$ cat src/rtl/stream_demux_pkg.sv
// Shared types for the stream demultiplexer: holding-stage state encoding.
package stream_demux_pkg;
  typedef enum logic {EMPTY = 1'b0, FULL = 1'b1} state_e;
endpackage

$ cat src/rtl/stream_demux_decoder.sv
// Index-to-one-hot decoder; all outputs low when en is low.
module stream_demux_decoder #(
  parameter  int NUM_WIRE = 6,
  localparam int SEL_W    = $clog2(NUM_WIRE)
) (
  input  logic                en,
  input  logic [SEL_W-1:0]    idx,
  output logic [NUM_WIRE-1:0] dec
);
  for (genvar k = 0; k < NUM_WIRE; k++) begin : g_wire
    assign dec[k] = en && (idx == SEL_W'(k));
  end
endmodule

$ cat src/rtl/stream_demux.sv
// One-stage valid/ready demultiplexer routing each beat to the channel named by s_i.
// Define STREAM_DEMUX_ERR_EN to enable the sticky out-of-range-select flag err_o.
module stream_demux
  import stream_demux_pkg::*;
#(
  parameter  int NUM_ELEM   = 6,
  parameter  int ELEM_WIDTH = 8,
  localparam int SEL_W      = $clog2(NUM_ELEM)
) (
  input  logic                                 clk_i,
  input  logic                                 arst_i,
  input  logic [SEL_W-1:0]                     s_i,
  input  logic [ELEM_WIDTH-1:0]                i_i,
  input  logic                                 i_valid_i,
  output logic                                 i_ready_o,
  output logic [NUM_ELEM-1:0][ELEM_WIDTH-1:0]  o_o,
  output logic [NUM_ELEM-1:0]                  o_valid_o,
  input  logic [NUM_ELEM-1:0]                  o_ready_i,
  output logic                                 err_o,
  input  logic                                 clear_i
);
  state_e                state_q, state_d;
  logic [ELEM_WIDTH-1:0] data_q;
  logic [SEL_W-1:0]      idx_q;
  logic                  full, in_range, accept, load, out_hs;

  assign full     = (state_q == FULL);
  assign in_range = {1'b0, s_i} < (SEL_W+1)'(NUM_ELEM);

  stream_demux_decoder #(.NUM_WIRE(NUM_ELEM)) u_dec (
    .en  (full),
    .idx (idx_q),
    .dec (o_valid_o)
  );

  // Only the selected channel's ready can complete the handshake.
  assign out_hs    = |(o_valid_o & o_ready_i);
  assign i_ready_o = !full || out_hs;
  assign accept    = i_valid_i && i_ready_o;
  assign load      = accept && in_range;

  always_comb begin
    state_d = state_q;
    if (load)        state_d = FULL;
    else if (out_hs) state_d = EMPTY;
  end

  always_ff @(posedge clk_i or posedge arst_i) begin
    if (arst_i) state_q <= EMPTY;
    else        state_q <= state_d;
  end

  always_ff @(posedge clk_i or posedge arst_i) begin
    if (arst_i) begin
      data_q <= '0;
      idx_q  <= '0;
    end else if (load) begin
      data_q <= i_i;
      idx_q  <= s_i;
    end
  end

  for (genvar k = 0; k < NUM_ELEM; k++) begin : g_out
    assign o_o[k] = o_valid_o[k] ? data_q : '0;
  end

`ifdef STREAM_DEMUX_ERR_EN
  logic err_q;
  // Set wins over clear so a discard in the clearing cycle is not lost.
  always_ff @(posedge clk_i or posedge arst_i) begin
    if (arst_i)                     err_q <= 1'b0;
    else if (accept && !in_range)   err_q <= 1'b1;
    else if (clear_i)               err_q <= 1'b0;
  end
  assign err_o = err_q;
`else
  logic unused_clear;
  assign unused_clear = clear_i;
  assign err_o        = 1'b0;
`endif
endmodule

$ cat config.mk
export PLATFORM = sky130hd
export DESIGN_NAME = stream_demux
export DESIGN_NICKNAME = d
export VERILOG_FILES = /design/src/rtl/stream_demux_pkg.sv /design/src/rtl/stream_demux_decoder.sv /design/src/rtl/stream_demux.sv
export SDC_FILE = /design/constraint.sdc
export NUM_CORES = 1
export LEC_CHECK = 0
export CORE_MARGIN = 2
export CORE_UTILIZATION = 35
export CTS_BUF_LIST = sky130_fd_sc_hd__clkbuf_4 sky130_fd_sc_hd__clkbuf_8
export DETAILED_ROUTE_END_ITERATION = 10
export PLACE_DENSITY_LB_ADDON = 0.05
export SETUP_SLACK_MARGIN = 0.4
export SLEW_MARGIN = 5
export SYNTH_ARGS = -nofsm -noshare
export SYNTH_HDL_FRONTEND = slang
export SYNTH_SLANG_ARGS = --single-unit
$ cat constraint.sdc
create_clock -name clk_i -period 4.99 [get_ports clk_i]
set_input_delay 0.998 -clock clk_i [delete_from_list [all_inputs] [get_ports clk_i]]
set_output_delay 0.998 -clock clk_i [all_outputs]
set_load 0.005 [all_outputs]
==> flow_summary.toml <==
[die]
start_util = 0.358
fp.dieW_um = 56.4
coreArea_sq_um = 2690
die_area_sq_um = 3180
die_h_um = 56.4
row_count = 19
num_io_pins = 77

[yosys]
synth_edf_count = 0
synth_cells = 98
syn_avg_cell_area_sq_um = 9.82
ys_ff_latch = 12
synth-async-reset-ratio = 1.00
syn_area_sq_um = 962
synth_area_leader_cell = "dfrtp_1"
yosysUniqueCellTypes = 22
synth_warnings = 0
synth_nets = 119
synthTopCellsByArea = "dfrtp_1 31%, and2_1 27%, mux2_4 16%"
ys.flop_type = "dfrtp_1"
synth_top_area_frac = 0.312
ys_seq_area_frac = 0.312

[finish]
antennaDiodeCount = 0
stdcell_count = 201
fillers = 250
final_nets = 193
multi_input_area_sq_um = 609
drive_above_1_share = 0.147
seqCellArea_sq_um = 300
syn_to_final_growth_pct = 78.3
mostFrequentLayoutCell = "clkdlybuf4s50_1"
mostFrequentLayoutCells = "74 x clkdlybuf4s50_1, 41 x and2_1, 12 x dfrtp_1"

[run_status]
status = "finished, final reports clean"

[global_routing]
track_usage = 0.167
grt_max_degree = 13
antenna_found_initial = 0
grt_pass1_wl_um = 4170
overflow = 0
first_global_vias = 827

[drt]
ant_nets = 0
wire_per_inst_um = 12.8
drtPass1Iterations = 4
vias_per_cell = 4.63
drcViolationCount = 0
dr.first_iter.drc_count = 12
vias = 931
drt-total-wl_um = 2580

[clocking]
clock_sinks = 12
clk_pin_slew_ns = 0.07
post_cts_buffers = 0
cts_resized = 0
cts_root_buffer = "clkbuf_4"
cts_buffers = 3
clk_latency_ns = 0.27
clockBufferDepth = 2
holdBufCountCts = 0
htree_levels = 1
cts_tree = "built"

[placed_design]
dp_cells = 198
hpwl_um = 2100
gp_congestion = 0.774
place_ws_ns = 1.35
io_buffers = 74

[critical_path]
critical_path_arrival_ns = 2.63
path_class = "input port to output pin"
r2r_cells = 4
cp_slowest_cell = "clkdlybuf4s50_1"
crit_path_start_kind = "input port"
crit_fanout = 2
endpoint_kind = "output pin"
path_buf_inv = 2
required_ns = 3.99
reg2reg_slack_ns = 2.75
worstReg2RegStart = "idx_q[1]$_DFFE_PP0P_"
critPathMostFrequentCell = "clkdlybuf4s50_1"
rr_endpoint = "data_q[7]$_DFFE_PP0P_"
path_cells = "clkdlybuf4s50_1 -> mux2_2 -> a22o_1 -> or2_2 -> clkdlybuf4s50_1"
cp_top_family = "buffers and inverters"
crit_path_max_incr_delay_ns = 0.44

[timing]
hold_viol_final = 0
drv_slew = 0
finalSetupTns_ns = 0
fin_ws_ns = 1.36
tightest_slew_ns = 0.774
slew_headroom = 0.480
rsz0062_at_grt = "no"
fmax_mhz = 276
setup_viol = 0
skew_ns = 0.000987
period_share = 0.727
min_period_ns = 3.63
fin_hold_ws_ns = 0.615

[worst_hold_path]
holdPathEnd = "data_q[0]$_DFFE_PP0P_"
worst_hold_path.num_cells = 1
holdCritStartpoint = "data_q[0]$_DFFE_PP0P_"
hold_class = "flop to flop"

[power_and_ir_drop]
p_per_area_nw_per_um2 = 446
power.total_uw = 766
peakVddDrop_uv = 324
p_leak_uw = 0.000720

[flow_run]
max_cap_viol_count = 0
## synth_stat cells (2+ instances only)
cell type,count
nand2_1,4
nor3_1,2
mux2_2,2
dfrtp_1,12
nor2_1,3
mux2_4,10
and2_1,41
and2_2,7
buf_6,3
buf_4,2
## through the flow
step | util | cell area, sq um
after floorplan | - | 962
after global placement | 0.630 | 1690
after detailed placement | 0.630 | 1690
after CTS | 0.639 | 1720
after global routing | 0.639 | 1720
final | 0.639 | 1720
## state kept, by name, summed over array words and instances, names as in the netlist
name / flops
data_q: 8
full: 1
idx_q: 3
## power by group
| group | total, uW | internal [uW] | switching (uW) |
|---|---|---|---|
| combinational | 481 | 326 | 155 |
| clock | 57.2 | 27.9 | 29.3 |
| sequential | 228 | 147 | 80.5 |
## cells by family after synthesis
kind of cell    count (synthesis)  synth area share
other cells                     1           0.00390
buf+inv                         6            0.0546
simple gates                   63             0.410
compound gates                  3            0.0299
flops                          12             0.312
mux                            13             0.190
## worst reg2reg max path: cells and delay by family (launching register included)
kind | cells | cell delay, ns
multiplexers | 2 | 0.78
flip-flops | 1 | 0.50
AO/OA/AOI/OAI | 2 | 0.85
## worst max-delay path by stage
stage / startpoint / end / slack, ns / cells after the start
finish: o_ready_i[0] / i_ready_o / 1.36 / 5
global route: o_ready_i[0] / i_ready_o / 1.30 / 5
CTS: o_ready_i[2] / i_ready_o / 1.35 / 5
detailed placement: o_ready_i[2] / i_ready_o / 1.35 / 5
global placement: o_ready_i[2] / i_ready_o / 1.36 / 5
floorplan: o_ready_i[2] / i_ready_o / 2.23 / 3
## final cells by class
cell class / instances / share of cell area
Clock buffer: 3 / 0.0131
Tap cell: 31 / 0.0226
Sequential cell: 12 / 0.175
Multi-Input combinational cell: 80 / 0.355
Inverter: 1 / 0.00219
Timing Repair Buffer: 74 / 0.432
## layer usage
layer,share of wire,vias to the layer above,global-route usage,routed length [um]
met2,0.48,45,0.269,1230
met1,0.44,423,0.216,1130
li1,-,461,-,-
met3,0.079,2,0.0253,204
met5,0,-,0,0
met4,0.0074,0,0.0816,19
(Power assumes the default switching activity.)
